### config.mk
export PLATFORM = sky130hd
export DESIGN_NAME = hazard_forw_ctrl
export DESIGN_NICKNAME = d
export VERILOG_FILES = /design/src/rtl/hazard_forw_ctrl.sv
export SDC_FILE = /design/constraint.sdc
export NUM_CORES = 1
export LEC_CHECK = 0
export ABC_CLOCK_PERIOD_IN_PS = 8960
export BUFFER_PORTS_ARGS = -buffer_cell sky130_fd_sc_hd__buf_2
export CAP_MARGIN = 20
export CORE_AREA = 2 2 94 96
export CTS_CLUSTER_DIAMETER = 150
export CTS_CLUSTER_SIZE = 16
export DETAILED_ROUTE_END_ITERATION = 7
export DIE_AREA = 0 0 96 98
export PLACE_DENSITY_LB_ADDON = 0.05
export SLEW_MARGIN = 40
export SYNTH_ARGS = -nofsm -noshare
export SYNTH_HDL_FRONTEND = slang
export SYNTH_SLANG_ARGS = --single-unit
### constraint.sdc
create_clock -name clk -period 8.96 [get_ports clk]
set_input_delay 0 -clock clk [delete_from_list [all_inputs] [get_ports clk]]
set_output_delay 0 -clock clk [all_outputs]
set_load 0.01 [all_outputs]
### src/rtl/hazard_forw_ctrl.sv
// EX-operand forwarding select and load-use stall generator.
// Keeps a two-slot EX/MEM destination scoreboard beside the ID/EX register.
module hazard_forw_ctrl #(
  parameter int REG_AW = 5,
  parameter int CNT_W  = 32
) (
  input  logic              clk,
  input  logic              rst_n,
  input  logic              isForw_ON,
  input  logic              flush,
  input  logic              id_valid,
  input  logic [6:0]        id_op,
  input  logic [REG_AW-1:0] id_rs1,
  input  logic [REG_AW-1:0] id_rs2,
  input  logic [REG_AW-1:0] id_rd,
  input  logic              id_reg_write,
  input  logic              id_mem_read,
  output logic [1:0]        forwA,
  output logic [1:0]        forwB,
  output logic              stall,
  output logic [CNT_W-1:0]  stall_cnt,
  output logic [CNT_W-1:0]  flush_cnt
);

  localparam logic [6:0] OP_R      = 7'b0110011;
  localparam logic [6:0] OP_I_IMM  = 7'b0010011;
  localparam logic [6:0] OP_I_LOAD = 7'b0000011;
  localparam logic [6:0] OP_S      = 7'b0100011;
  localparam logic [6:0] OP_B      = 7'b1100011;
  localparam logic [6:0] OP_I_JALR = 7'b1100111;

  localparam logic [1:0] SEL_RF  = 2'b00;
  localparam logic [1:0] SEL_EX  = 2'b01;
  localparam logic [1:0] SEL_MEM = 2'b10;

  typedef struct packed {
    logic              valid;
    logic [REG_AW-1:0] rd;
    logic              reg_write;
    logic              mem_read;
  } sb_t;

  typedef enum logic {
    S_RUN,
    S_STALL
  } state_t;

  sb_t        r_ex;
  sb_t        r_mem;
  sb_t        w_id;
  state_t     r_state;
  state_t     w_state_nxt;
  logic [1:0] r_forwA;
  logic [1:0] r_forwB;
  logic [1:0] w_forwA_nxt;
  logic [1:0] w_forwB_nxt;
  logic       w_use1;
  logic       w_use2;
  logic       w_ex1;
  logic       w_ex2;
  logic       w_mem1;
  logic       w_mem2;
  logic       w_lu;
  logic       w_nf;
  logic       w_stall;
  logic       w_bub;
  logic [CNT_W-1:0] r_stall_cnt;
  logic [CNT_W-1:0] r_flush_cnt;

  function automatic logic f_match(
    input sb_t               s,
    input logic [REG_AW-1:0] rs
  );
    return s.valid & s.reg_write &
           (s.rd == rs) & (rs != '0);
  endfunction

  always_comb begin
    w_use1 = 1'b0;
    w_use2 = 1'b0;
    case (id_op)
      OP_R, OP_S, OP_B: begin
        w_use1 = 1'b1;
        w_use2 = 1'b1;
      end
      OP_I_IMM, OP_I_LOAD, OP_I_JALR:
        w_use1 = 1'b1;
      default: ;
    endcase
  end

  assign w_ex1  = w_use1 & f_match(r_ex, id_rs1);
  assign w_ex2  = w_use2 & f_match(r_ex, id_rs2);
  assign w_mem1 = w_use1 & f_match(r_mem, id_rs1);
  assign w_mem2 = w_use2 & f_match(r_mem, id_rs2);

  assign w_lu = id_valid & r_ex.mem_read & (w_ex1 | w_ex2);
  // Without forwarding, every in-flight producer must drain first
  assign w_nf = id_valid & ~isForw_ON &
                (w_ex1 | w_ex2 | w_mem1 | w_mem2);

  always_comb begin
    w_stall     = 1'b0;
    w_state_nxt = r_state;
    if (flush) begin
      w_state_nxt = S_RUN;
    end else begin
      case (r_state)
        S_RUN: begin
          w_stall = w_lu | w_nf;
          if (w_lu & isForw_ON)
            w_state_nxt = S_STALL;
        end
        S_STALL: w_state_nxt = S_RUN;
        default: w_state_nxt = S_RUN;
      endcase
    end
  end

  assign w_bub = w_stall | flush | ~id_valid;

  always_comb begin
    w_id.valid     = ~w_bub;
    w_id.rd        = id_rd;
    w_id.reg_write = id_reg_write;
    w_id.mem_read  = id_mem_read;
  end

  always_comb begin
    w_forwA_nxt = SEL_RF;
    w_forwB_nxt = SEL_RF;
    if (!w_bub && isForw_ON) begin
      if (w_ex1)       w_forwA_nxt = SEL_EX;
      else if (w_mem1) w_forwA_nxt = SEL_MEM;
      if (w_ex2)       w_forwB_nxt = SEL_EX;
      else if (w_mem2) w_forwB_nxt = SEL_MEM;
    end
  end

  always_ff @(posedge clk or negedge rst_n) begin
    if (!rst_n) begin
      r_ex        <= '0;
      r_mem       <= '0;
      r_state     <= S_RUN;
      r_forwA     <= SEL_RF;
      r_forwB     <= SEL_RF;
      r_stall_cnt <= '0;
      r_flush_cnt <= '0;
    end else begin
      r_mem       <= r_ex;
      r_ex        <= w_id;
      r_state     <= w_state_nxt;
      r_forwA     <= w_forwA_nxt;
      r_forwB     <= w_forwB_nxt;
      r_stall_cnt <= r_stall_cnt + CNT_W'(w_stall);
      r_flush_cnt <= r_flush_cnt + CNT_W'(flush);
    end
  end

  assign forwA     = r_forwA;
  assign forwB     = r_forwB;
  assign stall     = w_stall;
  assign stall_cnt = r_stall_cnt;
  assign flush_cnt = r_flush_cnt;

endmodule

After elaboration in Yosys (flattened, before gate mapping)
Index checks and enable logic that the tools add are counted.

Input bits: 29. Bits in registers: 84.

Reduce and logical (&&, ||, !) cells: 6. Bitwise operators: 29. Add/sub/neg operators: 2. Eq/ne operators: 10. Multiplexer cells: 13.

Operator list (number): 32-bit by 1-bit adder with 32-bit output (2); 5-bit equality test (4); 1-bit bitwise AND (19); 7-bit by 6-bit equality test with 1-bit output, second input constant (2); 7-bit equality test, second input constant (2); 2-bit 2-to-1 mux (6); 5-bit nonzero test (2); 7-bit by 2-bit equality test with 1-bit output, second input constant (1); 7-bit by 5-bit equality test with 1-bit output, second input constant (1); 1-bit 2-to-1 mux (6); 1-bit bitwise OR (6); 6-bit OR reduction (1); 1-bit inverter (4); 3-bit OR reduction (1); 1-bit case mux with 2 select lines (1); 1-bit logical AND (1); 1-bit zero test (1).

Depth between registers and ports, before layout
Depth after elaboration: 16. Mapped depth: 13. Mapped depth without buffers: 13.

Least setup slack after synthesis
No wires, ideal clock.

Path kind: register -> register. Start point: register r_ex[3] (netlist name). End point: register r_stall_cnt[30] (netlist: stall_cnt[30]). Cell stages (with the launch flop): 14. Path slack: 5858 ps. Clock period less this slack: 3102 ps. Arrival: 2977 ps. Library setup time: 125 ps. Path through: dfrtp_1 -> xor2_1 -> or4_4 -> nor3_2 -> o22ai_1 -> a21oi_1 -> and2_1 -> ha_1 -> ha_1 -> and3_1 -> nand3_1 -> nor2_1 -> nand4_1 -> xnor2_1.

Word-level cells in the longest chain between the ends: 12.

Ends and longest elaborated chain: from (decl) (RTL line 48) `sb_t r_ex;`; from (signal assigned) (RTL line 151) `r_ex <= w_id;`; 5-bit equality test (RTL line 75) `(s.rd == rs) & (rs != '0);`; 1-bit bitwise AND (RTL line 74) `return s.valid & s.reg_write &`; 1-bit bitwise AND (RTL line 75); 1-bit bitwise AND, on equally long branches (RTL line 92, 93); 1-bit bitwise OR (*) (RTL line 97, 100); 1-bit bitwise OR (2 in a row) (RTL line 100) `(w_ex1 | w_ex2 | w_mem1 | w_mem2);`; 1-bit bitwise AND (RTL line 99) `assign w_nf = id_valid & ~isForw_ON &`; 1-bit bitwise OR (*) (RTL line 110) `w_stall = w_lu | w_nf;`; 1-bit 2-to-1 mux (*) (RTL line 108) `case (r_state)`; 1-bit 2-to-1 mux (*) (RTL line 105) `if (flush) begin`; named net stall (RTL line 20) `output logic stall,`; 32-bit by 1-bit adder with 32-bit output (*) (RTL line 155) `r_stall_cnt <= r_stall_cnt + CNT_W'(w_stall);`; to (signal assigned) (RTL line 155); to (decl) (RTL line 67) `logic [CNT_W-1:0] r_stall_cnt;`.

The timed path passes the listed nets; every way through them passes the cells marked *.

Worst setup path in the final report
Start point: register r_ex[3] (netlist name). End point: register r_stall_cnt[30] (netlist: stall_cnt[30]).

Word-level cells in the longest chain between the ends: 12.

Ends and longest elaborated chain (RTL line): 5-bit equality test (75); 1-bit bitwise AND (74); 1-bit bitwise AND (75); 1-bit bitwise AND, on equally long branches (92, 93); 1-bit bitwise OR (*) (97, 100); 1-bit bitwise OR (2 in a row) (100); 1-bit bitwise AND (99); 1-bit bitwise OR (*) (110); 1-bit 2-to-1 mux (*) (108); 1-bit 2-to-1 mux (*) (105); 32-bit by 1-bit adder with 32-bit output (*) (155).

Every way passes the cells marked *; elsewhere a longest branch is shown, timed or not.

==> flow_metrics.tcl <==
set metrics [dict create \
    status "finished, final reports clean" \
    die_h_um 98 \
    area_growth_pct 26.1 \
    fin_crit_sh_pct 37.5 \
    clk_pin_slew_ns 0.09 \
    finalSetupViolCount 0 \
    vias 2638 \
    critPathKind "reg2reg" \
    fillers 751 \
    coreArea_um2 8470 \
    finalCriticalPeriod_ns 3.36 \
    synth_ff_type "dfrtp_1" \
    yosysTopAreaCell "dfrtp_1" \
    dp_hpwl_mm 5.32 \
    synth_nets 343 \
    multi_input_area_um2 1550 \
    viasPerCell 4.89 \
    timing.rr.end "stall_cnt[30]" \
    globalplace.congestion 0.802 \
    cp_max_fo 5 \
    drt_iter0_markers 120 \
    crit_path_end_kind "register" \
    wirelength_mm 7.27 \
    total_power_w 0.000810 \
    ff2ff_path_depth 13 \
    ir_drop_uv 146 \
    yosys_register_bits 84 \
    wl_per_cell_um 13.5 \
    grt_overflow 0 \
    grt_usage_pct 16.2 \
    drive_above_1_share_pct 28.9 \
    yosys-top-cells-area "dfrtp_1, xnor2_1, xor2_1" \
    grt_max_degree 85 \
    use_met2_pct 25.7 \
    synth_area_um2 3690 \
    min_delay_path_depth 5 \
    power_density_nw_per_um2 174 \
    rsz0062_at_grt "no" \
    max_slew_margin_pct 56.8 \
    clock-root-buffer "clkbuf_8" \
    first_global_vias 2520 \
    io_buffers 97 \
    reg2reg_setup_slack_ns 5.60 \
    hp-start "id_rs1[3]" \
    grt_pass1_wl_mm 11.9 \
    final_max_slew_viol_count 0 \
    drc_errors 0 \
    synth_warnings 0 \
    seq_area_frac_synth_pct 57.0 \
    dr.pass1.iters 4 \
    worst_slack_ns 5.60 \
    crit_required_ns 9.19 \
    regToRegStartpoint "r_ex[3]" \
    drtAntennaViolNets 0 \
    start_util_pct 43.6 \
    clk_latency_ns 0.33 \
    seqCellArea_um2 2100 \
    cts_sinks 84 \
    place_ws_ns 5.57 \
    hold_violations 0 \
    hp-class "in2reg" \
    cts_resized 0 \
    p_leak_nw 2.37 \
    use_met3_pct 3.32 \
    numCtsBuffers 9 \
    synth_edf_count 0 \
    top_usage_layer "met2" \
    die_area_um2 9410 \
    synthArstFlopShare_pct 100 \
    ios 98 \
    fin_skew_ns 0.0110 \
    critPathLaunchType "register" \
    synth_cells 310 \
    yosysMostFrequentCell "dfrtp_1" \
    max_cap_viol_count 0 \
    h-tree-depth 3 \
    synth.avg_cell_area_um2 11.9 \
    finish.utilization_pct 54.9 \
    synth.distinct_cells 40 \
    cts_tree "done" \
    cp.arrival_ns 3.59 \
    num_rows 34 \
    grt_util_met1_pct 21.8 \
    antenna_found_initial 0 \
    worst_slew_pin_slew_ns 0.649 \
    nNetsFinal 460 \
    yosys.area.top_type_share_pct 57.0 \
    antennaDiodeCount 0 \
    fp.dieW_um 96 \
    synth_common_cells "dfrtp_1, xnor2_1, nand2_1" \
    finalSetupTns_ns 0 \
    hold-path-endpoint "forwA[1]" \
    cts_buffer_depth 2 \
    timing.fmax_ghz 0.298 \
]
-- metrics by stage --
step | std cells | area (µm²) | hold WS [ns]
2_1_floorplan | 310 | 3690 | -0.296
3_3_place_gp | 512 | 4290 | 0.108
3_5_place_dp | 512 | 4290 | 0.109
4_1_cts | 540 | 4650 | 0.0995
5_1_grt | 540 | 4650 | 0.129
6_report | 540 | 4650 | 0.114
-- worst max-delay path: stages, from the launching register on --
cell	delay (ns)
dfrtp_1	0.42
xor2_1	0.17
or4_4	0.54
nor3_2	0.27
o22ai_1	0.12
a21oi_1	0.18
and2_1	0.18
ha_1	0.21
ha_1	0.24
and3_1	0.27
nand3_1	0.13
nor2_1	0.23
nand4_1	0.15
xnor2_1	0.14
-- state kept, by name, indices dropped and copies added, names as in the netlist --
name / count
r_ex: 8
stall_cnt: 32
flush_cnt: 32
forwA: 2
r_mem: 7
forwB: 2
r_state: 1
-- per-layer routing --
metal  share of wire [%]  vias up
met4                0.70        0
li1                    -     1299
met3                 3.9        4
met1                  46     1279
met2                  49       56
met5                   0        -
-- cells in the final DEF (no fill, tap or decap), drive strengths merged, types with 8 or more instances in the layout --
master and instances:
buf 96, dfrtp 84, nand4 14, nand3 25, and3 13, dlygate4sd3 12, nand2 29, clkbuf 13
nor2 17, xor2 18, and4 8, xnor2 62
-- worst max path at each step --
stage,slack [ns],cells past startpoint,endpoint,from
2_1_floorplan,5.86,13,stall_cnt[30],r_ex[3]
3_3_place_gp,5.68,13,stall_cnt[30],r_ex[3]
3_5_place_dp,5.57,13,stall_cnt[30],r_ex[3]
4_1_cts,5.57,13,stall_cnt[30],r_ex[3]
5_1_grt,5.24,13,stall_cnt[30],r_ex[3]
6_report,5.60,13,stall_cnt[30],r_ex[3]
-- report_power, final --
group,switching [W],internal (W),total [W]
sequential,0.0000209,0.000398,0.000419
clock,0.000131,0.000186,0.000317
combinational,0.0000383,0.0000366,0.0000750
-- what timing repair did --
| action | 4_1_cts | 5_1_grt |
|---|---|---|
| hold buffers | 12 | 0 |
| endpoints found under the hold margin | 98 | 0 |
| setup buffers | 0 | 0 |
-- kinds of logic (layout without fill, tap and decap cells) --
family          after synthesis  after routing  share of synthesized area, %
fa+ha+maj                     4              4                          1.36
buf+inv                       8            130                          1.09
simple gates                126            126                          19.9
flops                        84             84                          57.0
compound gates                8              8                          1.43
xor+xnor                     80             80                          19.2
-- area by class of cell --
class,count,share of cell area (%)
multi-input combinational,218,33.2
clock inverter,4,2.10
clock buffer,12,2.91
timing repair buffer,109,13.2
tap,108,2.91
inverter,5,0.404
sequential,84,45.2
Power figures use the tool's default switching activity.
